<file path="config.mk">
export PLATFORM = sky130hd
export DESIGN_NAME = irq_trap_ctrl
export DESIGN_NICKNAME = d
export VERILOG_FILES = /design/src/rtl/trap_pkg.sv /design/src/rtl/irq_pending.sv /design/src/rtl/irq_trap_ctrl.sv
export SDC_FILE = /design/constraint.sdc
export NUM_CORES = 1
export LEC_CHECK = 0
export CORE_UTILIZATION = 40
export DETAILED_ROUTE_END_ITERATION = 8
export HOLD_SLACK_MARGIN = 0.05
export PLACE_DENSITY = 0.91
export SLEW_MARGIN = 15
export SYNTH_ARGS = -nofsm -noshare
export SYNTH_HDL_FRONTEND = slang
export SYNTH_SLANG_ARGS = --single-unit
export TNS_END_PERCENT = 100
</file>
<file path="constraint.sdc">
create_clock -name clk_i -period 7.14 [get_ports clk_i]
set_clock_uncertainty 0.15 [all_clocks]
set_input_delay 1.071 -clock clk_i [delete_from_list [all_inputs] [get_ports clk_i]]
set_output_delay 1.071 -clock clk_i [all_outputs]
set_load 0.01 [all_outputs]
</file>
<file path="src/rtl/trap_pkg.sv">
// Shared constants for the machine-mode trap sequencer: CSR addresses, cause codes,
// mstatus/mip bit positions and the sequencer state encoding.
package trap_pkg;

    localparam logic [11:0] CSR_MSTATUS = 12'h300;
    localparam logic [11:0] CSR_MIE     = 12'h304;
    localparam logic [11:0] CSR_MTVEC   = 12'h305;
    localparam logic [11:0] CSR_MEPC    = 12'h341;
    localparam logic [11:0] CSR_MCAUSE  = 12'h342;
    localparam logic [11:0] CSR_MIP     = 12'h344;

    localparam logic [31:0] CAUSE_MEI = 32'h8000_000B;
    localparam logic [31:0] CAUSE_MTI = 32'h8000_0007;
    // Low exception-code nibble; width-independent form of the causes above.
    localparam logic [3:0]  CODE_MEI  = 4'd11;
    localparam logic [3:0]  CODE_MTI  = 4'd7;

    localparam int MSTATUS_MIE    = 3;
    localparam int MSTATUS_MPIE   = 7;
    localparam int MSTATUS_MPP_LO = 11;
    localparam int MSTATUS_MPP_HI = 12;

    localparam int MIP_MTIP = 7;
    localparam int MIP_MEIP = 11;

    typedef enum logic [2:0] {
        ST_IDLE,
        ST_SAVE_EPC,
        ST_SAVE_CAUSE,
        ST_SAVE_STATUS,
        ST_TRAP_JUMP,
        ST_RET_STATUS,
        ST_RET_JUMP
    } state_e;

endpackage

</file>
<file path="src/rtl/irq_pending.sv">
// Pending latches for the timer and external interrupts, eligibility masking and
// external-over-timer priority selection.
module irq_pending
    import trap_pkg::*;
#(
    parameter int DW = 32
) (
    input  logic          clk_i,
    input  logic          rst_i,
    input  logic          t_intr_i,
    input  logic          e_intr_i,
    input  logic          mtie_i,
    input  logic          meie_i,
    input  logic          en_i,
    output logic          take_o,
    output logic [DW-1:0] cause_o,
    output logic [1:0]    clr_o,
    output logic          pend_t_o,
    output logic          pend_e_o
);

    // Index 0 is the timer source, index 1 the external source.
    logic       pend_q [2];
    logic [1:0] set_w;
    logic       take_t;
    logic       take_e;

    assign set_w  = {e_intr_i, t_intr_i};
    assign take_t = pend_q[0] & mtie_i;
    assign take_e = pend_q[1] & meie_i;
    assign take_o = (take_e | take_t) & en_i;
    assign clr_o  = {take_o & take_e, take_o & ~take_e & take_t};

    always_comb begin
        cause_o       = '0;
        cause_o[DW-1] = 1'b1;
        cause_o[3:0]  = take_e ? CODE_MEI : CODE_MTI;
    end

    genvar gi;
    generate
        for (gi = 0; gi < 2; gi++) begin : g_pend
            // A new pulse in the same cycle as the clear keeps the source pending.
            always_ff @(posedge clk_i or posedge rst_i) begin
                if (rst_i) pend_q[gi] <= 1'b0;
                else       pend_q[gi] <= set_w[gi] | (pend_q[gi] & ~clr_o[gi]);
            end
        end
    endgenerate

    assign pend_t_o = pend_q[0];
    assign pend_e_o = pend_q[1];

endmodule

</file>
<file path="src/rtl/irq_trap_ctrl.sv">
// Trap sequencer: takes interrupts, writes mepc/mcause/mstatus through the single CSR
// port one per cycle, redirects fetch to the handler and performs the mret return.
module irq_trap_ctrl
    import trap_pkg::*;
#(
    parameter int DW    = 32,
    parameter int ADDRW = 12
) (
    input  logic             clk_i,
    input  logic             rst_i,
    input  logic             t_intr_i,
    input  logic             e_intr_i,
    input  logic [DW-1:0]    mstatus_i,
    input  logic [DW-1:0]    mie_i,
    input  logic [DW-1:0]    mtvec_i,
    input  logic [DW-1:0]    mepc_i,
    input  logic [DW-1:0]    pc_i,
    input  logic             pipe_ready_i,
    input  logic             is_mret_i,
    output logic             csr_we_o,
    output logic [ADDRW-1:0] csr_addr_o,
    output logic [DW-1:0]    csr_wdata_o,
    output logic [DW-1:0]    mip_o,
    output logic             stall_o,
    output logic             flush_o,
    output logic             redirect_o,
    output logic [DW-1:0]    redirect_pc_o,
    output logic             busy_o
);

    state_e            state_q;
    logic [DW-1:0]     epc_q;
    logic [DW-1:0]     cause_q;
    logic              csr_we_q;
    logic [ADDRW-1:0]  csr_addr_q;
    logic [DW-1:0]     csr_wdata_q;
    logic              flush_q;
    logic              redirect_q;

    logic              take;
    logic [DW-1:0]     take_cause;
    logic [1:0]        take_clr;
    logic              pend_t;
    logic              pend_e;
    logic              irq_en;
    logic [DW-1:0]     trap_status;
    logic [DW-1:0]     ret_status;
    logic [DW-1:0]     vec_base;
    logic [DW-1:0]     trap_target;
    logic              unused_inputs;

    assign irq_en = mstatus_i[MSTATUS_MIE] & pipe_ready_i & (state_q == ST_IDLE) & ~is_mret_i;

    irq_pending #(.DW(DW)) u_pending (
        .clk_i    (clk_i),
        .rst_i    (rst_i),
        .t_intr_i (t_intr_i),
        .e_intr_i (e_intr_i),
        .mtie_i   (mie_i[MIP_MTIP]),
        .meie_i   (mie_i[MIP_MEIP]),
        .en_i     (irq_en),
        .take_o   (take),
        .cause_o  (take_cause),
        .clr_o    (take_clr),
        .pend_t_o (pend_t),
        .pend_e_o (pend_e)
    );

    assign unused_inputs = ^{mie_i, take_clr};

    always_comb begin
        trap_status                                = mstatus_i;
        trap_status[MSTATUS_MPIE]                  = mstatus_i[MSTATUS_MIE];
        trap_status[MSTATUS_MIE]                   = 1'b0;
        trap_status[MSTATUS_MPP_HI:MSTATUS_MPP_LO] = 2'b11;

        ret_status                                 = mstatus_i;
        ret_status[MSTATUS_MIE]                    = mstatus_i[MSTATUS_MPIE];
        ret_status[MSTATUS_MPIE]                   = 1'b1;
        ret_status[MSTATUS_MPP_HI:MSTATUS_MPP_LO]  = 2'b11;
    end

    // Reserved mtvec modes fall back to direct; the vectored add wraps naturally.
    assign vec_base    = {mtvec_i[DW-1:2], 2'b00};
    assign trap_target = (mtvec_i[1:0] == 2'b01)
                       ? vec_base + DW'({cause_q[3:0], 2'b00})
                       : vec_base;

    always_ff @(posedge clk_i or posedge rst_i) begin
        if (rst_i) begin
            state_q     <= ST_IDLE;
            epc_q       <= '0;
            cause_q     <= '0;
            csr_we_q    <= 1'b0;
            csr_addr_q  <= '0;
            csr_wdata_q <= '0;
            flush_q     <= 1'b0;
            redirect_q  <= 1'b0;
        end else begin
            csr_we_q    <= 1'b0;
            csr_addr_q  <= '0;
            csr_wdata_q <= '0;
            flush_q     <= 1'b0;
            redirect_q  <= 1'b0;
            case (state_q)
                ST_IDLE: begin
                    if (is_mret_i) begin
                        state_q     <= ST_RET_STATUS;
                        epc_q       <= mepc_i;
                        flush_q     <= 1'b1;
                        csr_we_q    <= 1'b1;
                        csr_addr_q  <= ADDRW'(CSR_MSTATUS);
                        csr_wdata_q <= ret_status;
                    end else if (take) begin
                        state_q     <= ST_SAVE_EPC;
                        epc_q       <= pc_i;
                        cause_q     <= take_cause;
                        flush_q     <= 1'b1;
                        csr_we_q    <= 1'b1;
                        csr_addr_q  <= ADDRW'(CSR_MEPC);
                        csr_wdata_q <= pc_i;
                    end
                end
                ST_SAVE_EPC: begin
                    state_q     <= ST_SAVE_CAUSE;
                    csr_we_q    <= 1'b1;
                    csr_addr_q  <= ADDRW'(CSR_MCAUSE);
                    csr_wdata_q <= cause_q;
                end
                ST_SAVE_CAUSE: begin
                    state_q     <= ST_SAVE_STATUS;
                    csr_we_q    <= 1'b1;
                    csr_addr_q  <= ADDRW'(CSR_MSTATUS);
                    csr_wdata_q <= trap_status;
                end
                ST_SAVE_STATUS: begin
                    state_q    <= ST_TRAP_JUMP;
                    redirect_q <= 1'b1;
                end
                ST_RET_STATUS: begin
                    state_q    <= ST_RET_JUMP;
                    redirect_q <= 1'b1;
                end
                default: state_q <= ST_IDLE;
            endcase
        end
    end

    assign csr_we_o      = csr_we_q;
    assign csr_addr_o    = csr_addr_q;
    assign csr_wdata_o   = csr_wdata_q;
    assign flush_o       = flush_q;
    assign redirect_o    = redirect_q;
    assign redirect_pc_o = !redirect_q                ? '0
                         : (state_q == ST_RET_JUMP)   ? epc_q
                         :                              trap_target;
    assign busy_o        = (state_q != ST_IDLE);
    assign stall_o       = (state_q != ST_IDLE);

    always_comb begin
        mip_o           = '0;
        mip_o[MIP_MTIP] = pend_t;
        mip_o[MIP_MEIP] = pend_e;
    end

endmodule

</file>
# Yosys cells after proc, flatten, opt, wreduce, memory -nomap -nowiden
# Cells that the tools add are included.
# totals
reg_bits,89
in_bits,166
output_inout_bits,113
wordCells,63
# classes
mux,20
n_eq_ne,7
n_addsub,1
reduce_logical,7
bitwise,18
# ops
op,n
32-bit two-way mux,7
32-bit one-hot mux with 3 select lines,1
32-bit by 6-bit adder with 32-bit output,1
10-bit one-hot mux with 3 select lines,1
10-bit two-way mux,2
3-bit one-hot mux with 5 select lines,1
1-bit bitwise AND,11
"3-bit by 2-bit == test with 1-bit output, second input constant",2
"3-bit == test, second input constant",2
3-bit two-way mux,2
1-bit two-way mux,4
4-bit two-way mux,1
1-bit NOT,4
2-bit OR reduction,2
"3-bit by 1-bit == test with 1-bit output, second input constant",1
3-bit zero test,1
"3-bit by 2-bit inequality test with 1-bit output, second input constant",1
1-bit OR,3
3-bit AND reduction,1
3-bit nonzero test,1
"2-bit by 1-bit == test with 1-bit output, second input constant",1
1-bit one-hot mux with 2 select lines,1
2-bit AND reduction,1
2-bit nonzero test,1

# Logic depth before layout (Yosys ltp)
# depth
word_depth,9
ltp_mapped,9
ltp_nobuf,8

# Hierarchy
# From an unflattened synthesis, not the netlist that was laid out.
# unflattened
cells_unflattened,637
area_unflattened_um2,6190.9
# by_module_without_submodules
mod,seq_area_each_um2,area_each_um2,instances,cells_per_inst
irq_trap_ctrl,2627.5,5830.6,1,590
irq_pending,50.0,360.3,1,47

# Least setup slack after synthesis
# OpenSTA, ideal clock, no wires.
# synth_path
path_kind,input to output
start,input mtvec_i[2]
end,output redirect_pc_o[16]
t_arrival_ns,2.711
setup_slack_ns,3.208
path_buffers,1
stages,9
required_time_ns,5.919
path_cell_list,ha_1 > inv_1 > fa_1 > nor2b_1 > o31a_1 > buf_2 > nand2_1 > xor2_1 > a211oi_1
# synth_between
elab_chain_len,4
# synth_rtl
item,line_no,text
start: declaration,irq_trap_ctrl.sv:15,"input logic [DW-1:0] mtvec_i,"
32-bit by 6-bit adder with 32-bit output,irq_trap_ctrl.sv:86,"? vec_base + DW'({cause_q[3:0], 2'b00})"
32-bit two-way mux,irq_trap_ctrl.sv:86,
32-bit two-way mux,irq_trap_ctrl.sv:155,: (state_q == ST_RET_JUMP) ? epc_q
32-bit two-way mux,irq_trap_ctrl.sv:154,assign redirect_pc_o = !redirect_q ? '0
end: declaration,irq_trap_ctrl.sv:27,"output logic [DW-1:0] redirect_pc_o,"
# No other way between the ends.

# Worst setup path in the final report
# layout_path
start,input mtvec_i[2]
end,output redirect_pc_o[30]
# Same word-level chain as after synthesis.

==> qor.yml <==
global_routing:
  overflow: 0
  grt.total_usage_pct: 24.1
  grt_max_degree: 66
  grt_pass1_vias: 4217
  grt_pass1_wl_um: 21700
  antenna_found_initial: 0
status:
  status: "finished, final reports clean"
setup_path:
  crit_slowest_cell: "clkdlybuf4s50_1"
  crit_top_cell: "clkdlybuf4s50_1"
  critical_path_required_ns: 5.92
  cp-endpoint: "redirect_pc_o[30]"
  reg2reg_from: "u_pending.pend_e_o"
  r2r_end: "cause_q[2]"
  crit_chain: "clkdlybuf4s50_1, ha_1, inv_1, fa_1, nor2b_1, o31a_1, nand4_1, or3_1, a31oi_1, clkdlybuf4s50_1"
  cpPeakStageDelay_ns: 0.57
  cp_data_arrival_time_ns: 4.24
  worstPathMaxFanout: 12
  cp-end-kind: "output port"
  worstSetupPathType: "in2out"
  reg2regPathDepth: 6
  start_kind: "input pin"
  crit_start: "mtvec_i[2]"
  rrSetupSlack_ns: 4.83
yosys:
  synth-main-ff-cell: "dfrtp_1"
  ys_warn_count: 0
  synthCells: 499
  synthDistinctLibCells: 52
  postSynthAreaPerCell_um2: 9.24
  ys_seq_area_share_pct: 42.3
  syn_area_um2: 4610
  async_flop_share_pct: 100
  synth_edf_count: 0
  yosys_register_bits: 78
sta:
  drv_slew: 0
  finalSetupViolations: 0
  fin_tns_setup_ns: 0
  post-route-period-util_pct: 76.5
  relSlewSlack_pct: 27.8
  rsz0062_at_grt: "false"
  fmax_mhz: 183
  period_minus_slack_ns: 5.46
  finalHoldViolations: 0
  tightest_slew_ns: 1.08
placed_design:
  gp_congestion: 0.868
  portBuffers: 209
  dp.cells: 815
  hpwl_um: 11200
die:
  die_height_um: 109
  design.die.area_um2: 12000
  io_pins: 279
  die_w_um: 109
  start_util_pct: 41.8
  coreArea_um2: 11000
  rows: 38
clock_network:
  cts_tree: "done"
  clock_path_buffers: 2
  cts_hold_buf: 0
  root_buffer: "clkbuf_16"
  h-tree-depth: 3
  cts_resized: 0
  cts_num_sinks: 78
  clkTransAtPathRegs_ns: 0.05
  clk_latency_ns: 0.32
  cts_buffers: 9
  post-cts-setup-buffers: 0
finish:
  fill_cells: 877
  final_cell_mix: "clkdlybuf4s50_1 (208), dfrtp_1 (78), o21ai_0 (62)"
  area_growth_pct: 49.9
  antennaDiodeCount: 0
  drive_gt1_share_pct: 4.78
  multi_input_area_um2: 2300
  nNetsFinal: 857
  layout_commonest_cell: "clkdlybuf4s50_1"
  final_cells: 831
  regArea_um2: 1950
power_and_ir_drop:
  switching_power_w: 0.000760
  p_int_w: 0.00140
  power.share.clock_pct: 22.2
  p_leak_nw: 2.99
  switching_share_pct: 35.2
  irDropWorstVdd_uv: 172
  p_per_area_nw_per_um2: 313
  seqPwrFrac_pct: 33.8
  comb_power_share_pct: 44.0
detailed_routing:
  wl_per_cell_um: 17.4
  drt-pass1-iter-count: 5
  viasPerCell: 5.21
  via_count: 4332
  antenna_left: 0
  wirelength_um: 14400
  drtIter0Drc: 306
  route.detailed.drc: 0
hold_path:
  hold_class: "reg2reg"
job:
  maxCapViolations: 0
[worst max-delay path, delay by kind of cell]
family / cells / cell delay, ns
buffers and inverters: 3 / 1.10
and+or+nand+nor: 3 / 0.85
AOI/OAI and AO/OA: 2 / 0.67
adders and majority gates: 2 / 0.55
[Yosys cell counts (all sizes together), types with 14 or more instances]
library cell	instances	area, um2
nor2	16	60.1
dfrtp	78	1950
inv	14	52.6
a22o	25	219
nand4	17	113
a21oi	26	130
mux2i	32	320
xor2	22	193
nand2	55	206
clkbuf	18	67.6
buf	55	393
o21ai	63	315
[state kept, by name, indices dropped and copies added, names as in the netlist]
signal              flops
u_pending.pend_e_o      1
flush_o                 1
epc_q                  32
u_pending.pend_t_o      1
redirect_o              1
cause_q                 3
csr_addr_o              4
csr_wdata_o            32
state_q                 3
[power groups by stage]
stage                     clock, W  sequential [W]  combinational (W)
final                     0.000480        0.000730           0.000952
after detailed placement         0        0.000733           0.000947
after floorplan                  0        0.000723           0.000499
after global routing      0.000508        0.000754            0.00104
after global placement           0        0.000723           0.000918
after CTS                 0.000488        0.000729           0.000955
[how the worst min path moves through the flow]
stage | from | slack (ns) | depth (start not counted) | to
after detailed placement | epc_q[1] | 0.31 | 2 | epc_q[1]
after floorplan | epc_q[0] | 0.29 | 2 | epc_q[0]
after global placement | epc_q[19] | 0.31 | 2 | epc_q[19]
final | epc_q[12] | 0.32 | 2 | epc_q[12]
after CTS | epc_q[1] | 0.33 | 2 | epc_q[1]
after global routing | epc_q[17] | 0.35 | 2 | epc_q[17]
[routing by layer]
metal | vias to the layer above | wire length [um] | track usage [%]
li1 | 2061 | - | -
met1 | 2048 | 6180 | 32.2
met2 | 212 | 6930 | 39.7
met3 | 11 | 1160 | 4.33
met4 | 0 | 170 | 7.81
met5 | - | 0 | 0
[cells by family (layout without fill, tap and decap cells)]
logic type / after synthesis / in the layout / share of synthesized area (%)
other cells: 1 / 37 / 0.0813
fa+ha+maj: 5 / 5 / 1.52
buf+inv: 87 / 243 / 11.1
compound gates: 142 / 142 / 19.3
xor+xnor: 25 / 25 / 4.75
mux: 32 / 32 / 6.95
simple gates: 129 / 129 / 14.0
flops: 78 / 78 / 42.3
[per-stage QoR]
step | power, W | utilization [%] | hold slack [ns] | setup slack, ns | instance area [um2]
finish | 0.00216 | 62.7 | 0.323 | 1.68 | 6910
floorplan | 0.00122 | - | 0.292 | 3.21 | 4750
global route | 0.00230 | 62.7 | 0.352 | 1.51 | 6910
CTS | 0.00217 | 62.7 | 0.326 | 1.69 | 6910
global placement | 0.00164 | 59.8 | 0.308 | 1.79 | 6600
detailed placement | 0.00168 | 59.8 | 0.313 | 1.71 | 6600
[layout make-up]
class,instances,share of cell area (%)
Multi-Input combinational cell,370,33.2
Clock inverter,4,1.01
Tap cell,140,2.53
Inverter,14,0.778
Sequential cell,78,28.2
Timing Repair Buffer,213,30.6
Clock buffer,12,3.57
(Power assumes the default switching activity.)
==> variant 1 (same flow settings) <==
The parameter `ADDRW` goes from 12 to 14.
--- a/src/rtl/irq_trap_ctrl.sv
+++ b/src/rtl/irq_trap_ctrl.sv
@@ -4,7 +4,7 @@
     import trap_pkg::*;
 #(
     parameter int DW    = 32,
-    parameter int ADDRW = 12
+    parameter int ADDRW = 14
 ) (
     input  logic             clk_i,
     input  logic             rst_i,
Ports: changed (resized csr_addr_o); port bits go from 279 to 281. The function was not compared with the original's and may differ.
==> variant 1 against the original RTL <==
  * Worst setup slack worse by 0.081 ns
  * Combinational power up 1%
  * Clock power is 1% higher
  * Sequential cell count is the same
  * Power is 0.73% higher
  * Synthesized cell count grew 0.40%
  * Global-route usage down 0.34 points
  * Routed wire length increased by 0.59%
  * Synthesized area grew 0.33%
  * Design area rose by 0.51%
  * Final cell count increased by 0.36%
==> variant 1: results <==
set metrics [dict create \
    hold_violations 0 \
    powerClk_w 0.000487 \
    grt_pass1_vias 4169 \
    p_seq_share_pct 33.4 \
    io_buffers 209 \
    synthAdderAreaFrac_pct 1.51 \
    post_cts_buffers 0 \
    cap_violations 0 \
    status "finished, final reports clean" \
    grt_start_max_net_pins 79 \
    clk_latency_ns 0.33 \
    cts_hold_buf 0 \
    layout-drive-gt1-share_pct 4.90 \
    cp_top_family "buffers and inverters" \
    via_count 4373 \
    final_nets 860 \
    gp_congestion 0.781 \
    numCtsBuffers 9 \
    wl_mm 14.5 \
    grt_usage_pct 23.8 \
    antenna_found_initial 0 \
    netlist_top_cells_area "dfrtp_1 42%, buf_4 7.3%, mux2i_1 6.9%, o21ai_0 6.8%, a22o_1 4.7%" \
    yosys-mux-area-fraction_pct 6.92 \
    ff2ff_path_depth 6 \
    first_pass_iters 5 \
    worstPathMaxFanout 12 \
    synth_common_cells "78 x dfrtp_1, 63 x o21ai_0, 55 x nand2_1" \
    min_path_cells 2 \
    crit_arrival_ns 4.32 \
    p_sw_w 0.000767 \
    place_hpwl_mm 11.2 \
    leakagePower_nw 3.01 \
    drt_iter0_drc 292 \
    yosysSeqAreaShare_pct 42.2 \
    htreeDepth 3 \
    hp-class "reg2reg" \
    ys_warn_count 0 \
    async_reset_ff_share_pct 100 \
    slowest_stage "clkdlybuf4s50_1" \
    max-slew-margin-rel_pct 27.3 \
    ir_drop_uv 200 \
    cts_resized 0 \
    max_stage_delay_ns 0.57 \
    synthXorXnorAreaFrac_pct 4.73 \
    ys.flop_type "dfrtp_1" \
    synth_compound_area_share_pct 19.2 \
    grt_first_pass_wirelength_mm 21.3 \
    cts.clk_slew.worst_paths_ns 0.05 \
    n_antenna_cell 0 \
]
-- variant 1: per-stage QoR --
| stage | instance area [µm²] | cells | setup slack, ns | hold slack, ns | power, W |
|---|---|---|---|---|---|
| final | 6950 | 834 | 1.60 | 0.322 | 0.00218 |
| after detailed placement | 6600 | 817 | 1.72 | 0.315 | 0.00168 |
| after global routing | 6950 | 834 | 1.50 | 0.348 | 0.00231 |
| after floorplan | 4770 | 539 | 3.21 | 0.292 | 0.00122 |
| after CTS | 6920 | 833 | 1.69 | 0.328 | 0.00217 |
| after global placement | 6600 | 817 | 1.81 | 0.308 | 0.00164 |
-- variant 1: area by class of cell --
class	instances	area (µm²)
inverter	14	53.8
timing repair buffer	214	2140
clock buffer	12	246
clock inverter	4	70.1
fill	870	4080
multi-input combinational	372	2310
sequential	78	1950
tap	140	175
-- variant 1: path summary, 6_finish.rpt --
kind,endpoint,slack (ns),start
setup / recovery,redirect_pc_o[30],1.60,mtvec_i[2]
min in group asynchronous,csr_wdata_o[2],1.21,rst_i
hold reg to reg,epc_q[12],0.32,epc_q[12]
max in group asynchronous,epc_q[28],5.01,rst_i
setup reg to reg,u_pending.pend_t_o,4.82,u_pending.pend_e_o
hold / removal,epc_q[12],0.32,epc_q[12]
-- variant 1: logic make-up after synthesis --
kind of cell,count (synthesis)
adder cells (fa/ha/maj),5
flip-flops,78
AND/OR/NAND/NOR,129
XOR/XNOR,25
AO/OA/AOI/OAI,142
multiplexers,32
other,1
buffers and inverters,89
-- variant 1: per-layer routing --
| metal | global-route usage [%] | up-vias | part of all wire, % |
|---|---|---|---|
| li1 | - | 2063 | - |
| met4 | 8.86 | 0 | 1.5 |
| met3 | 4.27 | 15 | 7.2 |
| met2 | 39.0 | 211 | 49 |
| met5 | 0 | - | 0 |
| met1 | 31.4 | 2084 | 43 |
==> variant 2 (same settings) <==
Made on the original files. Put a register stage on the output `redirect_pc_o`, without a reset. The value now appears one clock later. The other outputs are not delayed to match.
--- a/src/rtl/irq_trap_ctrl.sv
+++ b/src/rtl/irq_trap_ctrl.sv
@@ -151,9 +151,9 @@
     assign csr_wdata_o   = csr_wdata_q;
     assign flush_o       = flush_q;
     assign redirect_o    = redirect_q;
-    assign redirect_pc_o = !redirect_q                ? '0
-                         : (state_q == ST_RET_JUMP)   ? epc_q
-                         :                              trap_target;
+    always_ff @(posedge clk_i) begin
+        redirect_pc_o <= !redirect_q                ? '0 : (state_q == ST_RET_JUMP)   ? epc_q :                              trap_target;
+    end
     assign busy_o        = (state_q != ST_IDLE);
     assign stall_o       = (state_q != ST_IDLE);
 
Check against the original RTL: not equivalent (Yosys sat finds a counterexample within 4 cycles, from zero or initial values and one cycle with rst_i high).
==> variant 2 against the original RTL <==
  * Routed wire length grew 0.21%
  * Design area up 11%
  * Synthesized area up 15%
  * Worst setup slack gained 2.0 ns
  * Sequential cell count up 33
  * Count of clock-buffer cells in the layout shrank 2
  * Die area is 15% higher
  * Highest routed layer unchanged
  * Maximum frequency rose by 58%
  * Power increased by 14%
  * Synthesized cell count is 5.2% higher
  * Critical endpoint is now redirect_pc_o[29]
  * Non-clock buffer count up 3
  * Core utilization is 2.6 points lower
==> variant 2: results <==
set metrics [dict create \
    post_cts_buffers 0 \
    cts_resized 0 \
    synth_cell_type_count 51 \
    final_nets 882 \
    place_hpwl_mm 11.0 \
    ff2ff_path_depth 8 \
    netlist_top_cells_area "dfrtp_1 37%, dfxtp_1 12%, mux2i_1 6.2%, buf_4 5.8%, o21ai_0 5.0%" \
    yosysSeqAreaShare_pct 49.2 \
    slowest_stage "or4_1" \
    ir_drop_uv 133 \
    grt_start_max_net_pins 80 \
    hp-class "reg2reg" \
    avgViaCountPerCell 5.03 \
    clk_path_buf_depth 2 \
    yosysMostFrequentCell "dfrtp_1" \
    endpoint "redirect_pc_o[29]" \
    nFillCells 1039 \
    first_pass_iters 6 \
    r2r-start "cause_q[1]" \
    clk_latency_ns 0.34 \
    status "finished, final reports clean" \
    gp_congestion 0.788 \
    cp_top_family "simple AND/OR/NAND/NOR gates" \
    numCtsBuffers 9 \
    layout-drive-gt1-share_pct 6.01 \
    ys_warn_count 0 \
    antenna_found_initial 1 \
    dpl_cell_area_um2 7360 \
    r2r_end "redirect_pc_o[18]" \
    io_buffers 209 \
    async_reset_ff_share_pct 71.2 \
    max_stage_delay_ns 0.96 \
    root_buffer "clkbuf_16" \
    crit_start "mtvec_i[6]" \
    seqCellArea_um2 2620 \
    grt_usage_pct 22.0 \
    drt_iter0_drc 359 \
    worstPathMaxFanout 16 \
    max-slew-margin-rel_pct 34.1 \
    grt_pass1_vias 4386 \
    wl_per_cell_um 16.3 \
    rrSetupSlack_ns 4.68 \
    synth_common_cells "79 x dfrtp_1, 61 x nand2_1, 53 x o21ai_0" \
    leakagePower_nw 3.25 \
    grt_first_pass_wirelength_mm 23.5 \
    cts.clk_slew.worst_paths_ns 0.07 \
]
-- variant 2: changes by cell type after synthesis, sizes merged, moves of 7 or more --
cell | before | now
xor2 | 22 | 1
nand4 | 17 | 4
o21ai | 63 | 54
clkbuf | 18 | 32
buf | 55 | 45
a211oi | 6 | 13
xnor2 | 3 | 25
dfxtp | 0 | 32
-- variant 2: worst min-delay path by stage --
stage,start,to,slack [ns],cells past startpoint
finish,epc_q[9],epc_q[9],0.33,2
detailed placement,epc_q[25],epc_q[25],0.32,2
global placement,epc_q[25],epc_q[25],0.31,2
floorplan,epc_q[0],epc_q[0],0.29,2
CTS,epc_q[25],epc_q[25],0.33,2
global route,epc_q[7],epc_q[7],0.35,2
-- variant 2: per-layer routing --
layer  share of wire (%)  track usage (%)
met1                  45             29.8
met2                  46             34.0
met3                 6.0             4.23
met4                 2.5             9.66
met5                   0                0
-- variant 2: kinds of logic after synthesis --
logic type	share of synthesized area, %
xor gates and xnor gates	4.28
other	0.0705
buffers and inverters	9.36
AOI/OAI and AO/OA	16.1
adders and majority gates	1.32
muxes	6.21
DFF	49.2
and+or+nand+nor	13.4
-- variant 2: report_power, final --
| group | switching [W] | internal (W) | total [W] |
|---|---|---|---|
| sequential | 0.000123 | 0.000852 | 0.000975 |
| clock | 0.000230 | 0.000284 | 0.000513 |
| combinational | 0.000489 | 0.000484 | 0.000972 |
-- variant 2: worst register-to-register path: stages (launching register included) --
cell and delay (ns):
dfrtp_1 0.46, ha_1 0.26, fa_1 0.42, a21o_1 0.20
a21oi_1 0.14, buf_4 0.24, nor3_1 0.09, xnor2_1 0.18
a211oi_1 0.23
-- variant 2: through the flow --
stage | setup WS [ns] | hold WS [ns] | instances | total power, W
6_report | 3.67 | 0.328 | 889 | 0.00246
4_1_cts | 3.70 | 0.333 | 888 | 0.00248
5_1_grt | 3.57 | 0.350 | 888 | 0.00263
3_5_place_dp | 3.32 | 0.316 | 872 | 0.00197
3_3_place_gp | 3.38 | 0.306 | 872 | 0.00193
2_1_floorplan | 3.90 | 0.292 | 561 | 0.00148
-- variant 2: cell type report --
type                       count  share of cell area, %
sequential                   111                   34.1
multi-input combinational    365                   30.7
clock inverter                 6                  0.849
inverter                       8                  0.408
tap                          172                   2.81
clock buffer                  10                   3.12
antenna                        1                 0.0326
timing repair buffer         216                   27.9
